File: src/rtl/sys_arr_host.sv
// sys_arr_host: operand/result stream host for the systolic array.
// Streams A then B out, captures C, and times start-to-done.
module sys_arr_host #(
    parameter int M  = 8,
    parameter int N  = 2,
    parameter int K  = 8,
    parameter int BW = 16
) (
    input  logic                       clk,
    input  logic                       rst,
    input  logic                       load_en,
    input  logic [$clog2(M*N+K*N)-1:0] load_addr,
    input  logic [31:0]                load_dat,
    input  logic                       start,
    output logic                       out_valid,
    input  logic                       out_ready,
    output logic [BW*32-1:0]           out_stream,
    input  logic                       in_valid,
    output logic                       in_ready,
    input  logic [BW*32-1:0]           in_stream,
    input  logic [$clog2(M*K)-1:0]     rd_addr,
    output logic [31:0]                rd_dat,
    output logic                       busy,
    output logic                       done,
    output logic                       err,
    output logic [31:0]                cycle_cnt
);
    localparam int OPW = M*N + K*N;
    localparam int RSW = M*K;
    localparam int TXB = OPW / BW;
    localparam int RXB = RSW / BW;
    localparam int AW  = $clog2(OPW);
    localparam int RAW = $clog2(RSW);
    localparam int TBW = $clog2(TXB + 1);
    localparam int RBW = $clog2(RXB + 1);
    localparam logic [TBW-1:0] TX_LAST = TBW'(TXB - 1);
    localparam logic [RBW-1:0] RX_LAST = RBW'(RXB - 1);
    localparam logic [RBW-1:0] RX_END  = RBW'(RXB);

    typedef enum logic [1:0] {IDLE, SEND, RECV, DONE} state_t;

    state_t         state;
    state_t         state_nxt;
    logic [31:0]    op_mem  [OPW];
    logic [31:0]    res_mem [RSW];
    logic [TBW-1:0] tx_beat;
    logic [RBW-1:0] rx_beat;
    logic           tx_hs;
    logic           rx_hs;
    logic           rx_all;
    logic           idle_like;
    logic           go;

    assign tx_hs     = out_valid && out_ready;
    assign rx_hs     = in_valid && in_ready;
    assign idle_like = (state == IDLE) || (state == DONE);
    assign go        = start && idle_like;
    // Results may complete before or together with the last send beat.
    assign rx_all    = (rx_beat == RX_END) || (rx_hs && (rx_beat == RX_LAST));

    // State register.
    always_ff @(posedge clk) begin
        if (rst) state <= IDLE;
        else     state <= state_nxt;
    end

    // Next-state: finish only once both directions are complete.
    always_comb begin
        state_nxt = state;
        case (state)
            IDLE, DONE: if (start) state_nxt = SEND;
            SEND: if (tx_hs && (tx_beat == TX_LAST))
                      state_nxt = rx_all ? DONE : RECV;
            RECV: if (rx_all) state_nxt = DONE;
            default: state_nxt = IDLE;
        endcase
    end

    // Outputs decoded from state; operand beat muxed from operand RAM.
    always_comb begin
        out_valid = (state == SEND);
        busy      = (state == SEND) || (state == RECV);
        done      = (state == DONE);
        in_ready  = busy && (rx_beat != RX_END);
        for (int w = 0; w < BW; w++)
            out_stream[w*32 +: 32] = op_mem[AW'(int'(tx_beat) * BW + w)];
    end

    // Beat counters, saturating cycle counter and sticky error flag.
    always_ff @(posedge clk) begin
        if (rst) begin
            tx_beat   <= '0;
            rx_beat   <= '0;
            cycle_cnt <= '0;
            err       <= 1'b0;
        end else begin
            if (go) begin
                tx_beat   <= '0;
                rx_beat   <= '0;
                cycle_cnt <= '0;
            end else begin
                if (tx_hs && (tx_beat != TX_LAST))
                    tx_beat <= tx_beat + TBW'(1);
                if (rx_hs)
                    rx_beat <= rx_beat + RBW'(1);
                if (busy && (cycle_cnt != '1))
                    cycle_cnt <= cycle_cnt + 32'd1;
            end
            if ((start && busy) || (in_valid && idle_like))
                err <= 1'b1;
        end
    end

    // Operand RAM write port, open only while no transfer runs.
    always_ff @(posedge clk) begin
        if (load_en && idle_like)
            op_mem[load_addr] <= load_dat;
    end

    // Result RAM write port: one full beat per accepted handshake.
    always_ff @(posedge clk) begin
        if (rx_hs)
            for (int w = 0; w < BW; w++)
                res_mem[RAW'(int'(rx_beat) * BW + w)] <= in_stream[w*32 +: 32];
    end

    // Registered result RAM read port.
    always_ff @(posedge clk) begin
        if (rst) rd_dat <= '0;
        else     rd_dat <= res_mem[rd_addr];
    end
endmodule

File: config.mk
export PLATFORM = sky130hd
export DESIGN_NAME = sys_arr_host
export DESIGN_NICKNAME = d
export VERILOG_FILES = /design/src/rtl/sys_arr_host.sv
export SDC_FILE = /design/constraint.sdc
export NUM_CORES = 2
export LEC_CHECK = 0
export ABC_AREA = 1
export CAP_MARGIN = 20
export CORE_ASPECT_RATIO = 0.5
export CORE_MARGIN = 10
export CORE_UTILIZATION = 31
export DETAILED_ROUTE_END_ITERATION = 8
export GPL_TIMING_DRIVEN = 1
export HOLD_SLACK_MARGIN = 0.12
export SLEW_MARGIN = 5
export SYNTH_ARGS = -nofsm -noshare
export SYNTH_HDL_FRONTEND = slang
export SYNTH_SLANG_ARGS = --single-unit
File: constraint.sdc
create_clock -name clk -period 76 [get_ports clk]
set_input_delay 15.2 -clock clk [delete_from_list [all_inputs] [get_ports clk]]
set_output_delay 15.2 -clock clk [all_outputs]
set_load 0.1 [all_outputs]
==> summary.md <==
| Metric | Value |
|---|---|
| Outcome | `finished with violations` |
| Failing checks | `slew limit` |
| Grt total ovfl | `0` |
| Worst-Skew Late Latency | `920 ps` |
| Final Hold Fails | `0` |
| Clock Skew | `112 ps` |
| Cts bufs inserted | `301` |
| Biggest area consumer among synthesized cells | `edfxtp_1` |
| Cells along the critical path | `buf_4 > buf_4 > buf_4 > buf_4 > buf_16 > buf_4 > buf_16 > mux2_2 > clkdlybuf4s50_1` |
| Sequential-to-total area share from yosys stat | `76.7%` |
| Detailed Routing Iterations Pass 1 | `6` |
| CP required | `60,800 ps` |
| Max Freq | `0.0448 GHz` |
| Reg area | `93,700 um^2` |
| PD cells | `28.4 nW/um^2` |
| Post-synth cell types | `40` |
| Mean Syn Cell Area | `13.9 um^2` |
| Io pins | `1,142` |
| Largest net degree at the start of global routing | `229` |
| Drt via density | `4.92` |
| Mapped Cells | `8,772` |
| CTS tree | `built` |
| Htree depth | `5` |
| Async S/R FF share, synth | `0%` |
| P_leak | `50.0 nW` |
| Top post-synthesis cells by area | `edfxtp_1, nand2_1, nand3_1` |
| Yosys warnings | `0` |
| Area added between synthesis and finish | `22.1%` |
| Port Buf Inserts | `1,141` |
| Per-cell routed wire length | `25.7 um` |
| Initial antenna violation count | `233` |
| ANT nets after route | `0` |
| Placed cell area | `139,000 um^2` |
| Final instance area | `149,000 um^2` |
| Max-slew violations | `68` |
| Vias in the first global route | `73,233` |
| DR iter-0 viols | `7,754` |
| Die W | `908 um` |
| Clock sink count | `3,145` |
| Mapped Area | `122,000 um^2` |
| Core Region | `391,000 um^2` |
| Endpoint class of the critical path | `output port` |
| Std cell rows | `162` |
| All-Layer GR Usage | `17.8%` |
| Starting Density | `31.2%` |
| RSZ-0062 raised after global routing | `false` |
| Die height | `464 um` |
| WL final | `396,000 um` |
| Relative slew slack | `-3.51%` |
| Setup Viol. Count Final | `0` |
| Fraction of layout cells with a size suffix above 1 | `11.9%` |
| CP peak stage delay | `1170 ps` |
| Slew @ Worst Pin | `1550 ps` |
| Setup CP Type | `flip-flop to output port` |
| Crit path time final | `22,300 ps` |
| Synth top area share | `75.5%` |
| Area of the multi-input gates | `25,900 um^2` |
| Crit share post-route | `29.3%` |
| Post-synth top cells | `edfxtp_1, nand2_1, nand3_1` |
| Root Driver | `clkbuf_16` |
| Critical path's slowest cell | `clkdlybuf4s50_1` |
| Count leader, synth | `edfxtp_1` |
| Cts hold-fix bufs | `0` |
| WP data arrival | `7100 ps` |
| DRC | `0` |
| Post-synth EDFFs | `3,072` |
| CP max FO | `79` |
| Post-synthesis net count | `9,343` |
| CTS clock-pin slew for the worst setup and hold paths | `60 ps` |
| Finished Layout Cells | `15,426` |
| # resized after CTS | `0` |
| Worst-case clock buffer depth | `4` |
| Post-layout util | `38.1%` |
| Filler instances | `36,430` |
| Net count reported at finish | `10,411` |
| Element type at the critical path start | `flip-flop` |
| Die area | `421,000 um^2` |
| First-pass GRT wire length | `551,000 um` |
| Vias | `75,838` |
| Setup bufs post-CTS | `0` |
| Min-delay worst type | `flip-flop to flip-flop` |
| Final setup TNS | `0 ps` |
| FF+latch count, synth | `3,145` |
| Post-DP HPWL | `254,000 um` |
| Most used cell, CP | `buf_4` |
| Ys flop type | `edfxtp_1` |
| Worst IR Drop VDD | `17.2 uV` |
| Placed cell count | `14,776` |
| GP Congestion | `0.878` |
| Max_cap viols | `0` |
## flip-flops by register name, indices dropped and copies added, names as in the netlist, named ones only
| register | flops |
|---|---|
| cycle_cnt | 32 |
| rx_beat | 3 |
| res_mem | 2048 |
| tx_beat | 2 |
| err | 1 |
| op_mem | 1024 |
| rd_dat | 32 |
| state | 2 |
## final cells by class
| cell class | instances | area share [%] |
|---|---|---|
| Clock inverter | 162 | 1.21 |
| Sequential cell | 3145 | 62.8 |
| Antenna cell | 109 | 0.183 |
| Tap cell | 5248 | 4.40 |
| Clock buffer | 370 | 5.31 |
| Timing Repair Buffer | 1280 | 8.50 |
| Inverter | 59 | 0.182 |
| Multi-Input combinational cell | 5053 | 17.4 |
## routing by layer
layer | part of all wire, % | global-route usage [%] | vias up
met5 | 0.019 | 0 | -
met4 | 6.4 | 12.2 | 12
met3 | 5.9 | 2.96 | 961
met2 | 52 | 31.3 | 3112
met1 | 36 | 19.8 | 37731
li1 | - | - | 34022
## cell usage in the layout (no fill, tap or decap), types with 6 or more instances in the layout
cell type / n
diode_2: 109
clkbuf_8: 9
clkinv_4: 6
nor3_1: 15
inv_6: 8
dfxtp_1: 71
buf_16: 6
clkinv_1: 51
edfxtp_1: 3072
ha_1: 10
nand2_1: 2374
xor2_1: 16
nand2_2: 10
buf_4: 133
nor2_1: 141
nand3_1: 1778
o22ai_1: 19
mux2_2: 512
xnor2_1: 7
nor2_2: 9
bufinv_16: 29
clkdlybuf4s50_1: 1096
clkinv_2: 48
clkbuf_1: 58
inv_16: 10
nor2_4: 29
o21ai_0: 50
a21oi_1: 49
buf_12: 19
a21oi_2: 16
clkbuf_16: 303
inv_1: 48
buf_2: 22
## metrics by stage
step | setup slack, ps | hold slack (ps) | power, mW
after global placement | 53980 | 442 | 2.74
after detailed placement | 53900 | 457 | 2.75
after floorplan | 37950 | 433 | 2.63
after CTS | 52960 | 467 | 4.26
final | 53700 | 464 | 4.23
after global routing | 53340 | 484 | 4.37
## cell families after synthesis
logic type | synth area share [%]
compound gates | 0.639
simple gates | 15.4
xor+xnor | 0.165
mux | 4.72
fa+ha+maj | 0.102
flops | 76.7
buf+inv | 2.27
## worst max-delay path, delay by kind of cell (launching register included)
family	cells	cell delay, ps
muxes	1	230
DFF	1	810
buffers and inverters	8	4960
## worst paths after layout
check	from	to	slack, ps	cells after the start
setup / recovery	tx_beat[0]	out_stream[128]	53700	9
hold / removal	tx_beat[1]	tx_beat[1]	460	2
setup reg to reg	state[0]	res_mem[37][6]	69000	11
hold reg to reg	tx_beat[1]	tx_beat[1]	460	2
## where the power goes
group	internal (mW)	leakage, nW	switching [mW]
Sequential	2.03	28.3	0.0305
Clock	0.848	4.76	0.666
Combinational	0.164	16.9	0.488
Total	3.05	50.0	1.18
Note: power is estimated with default switching activity, not from simulation.
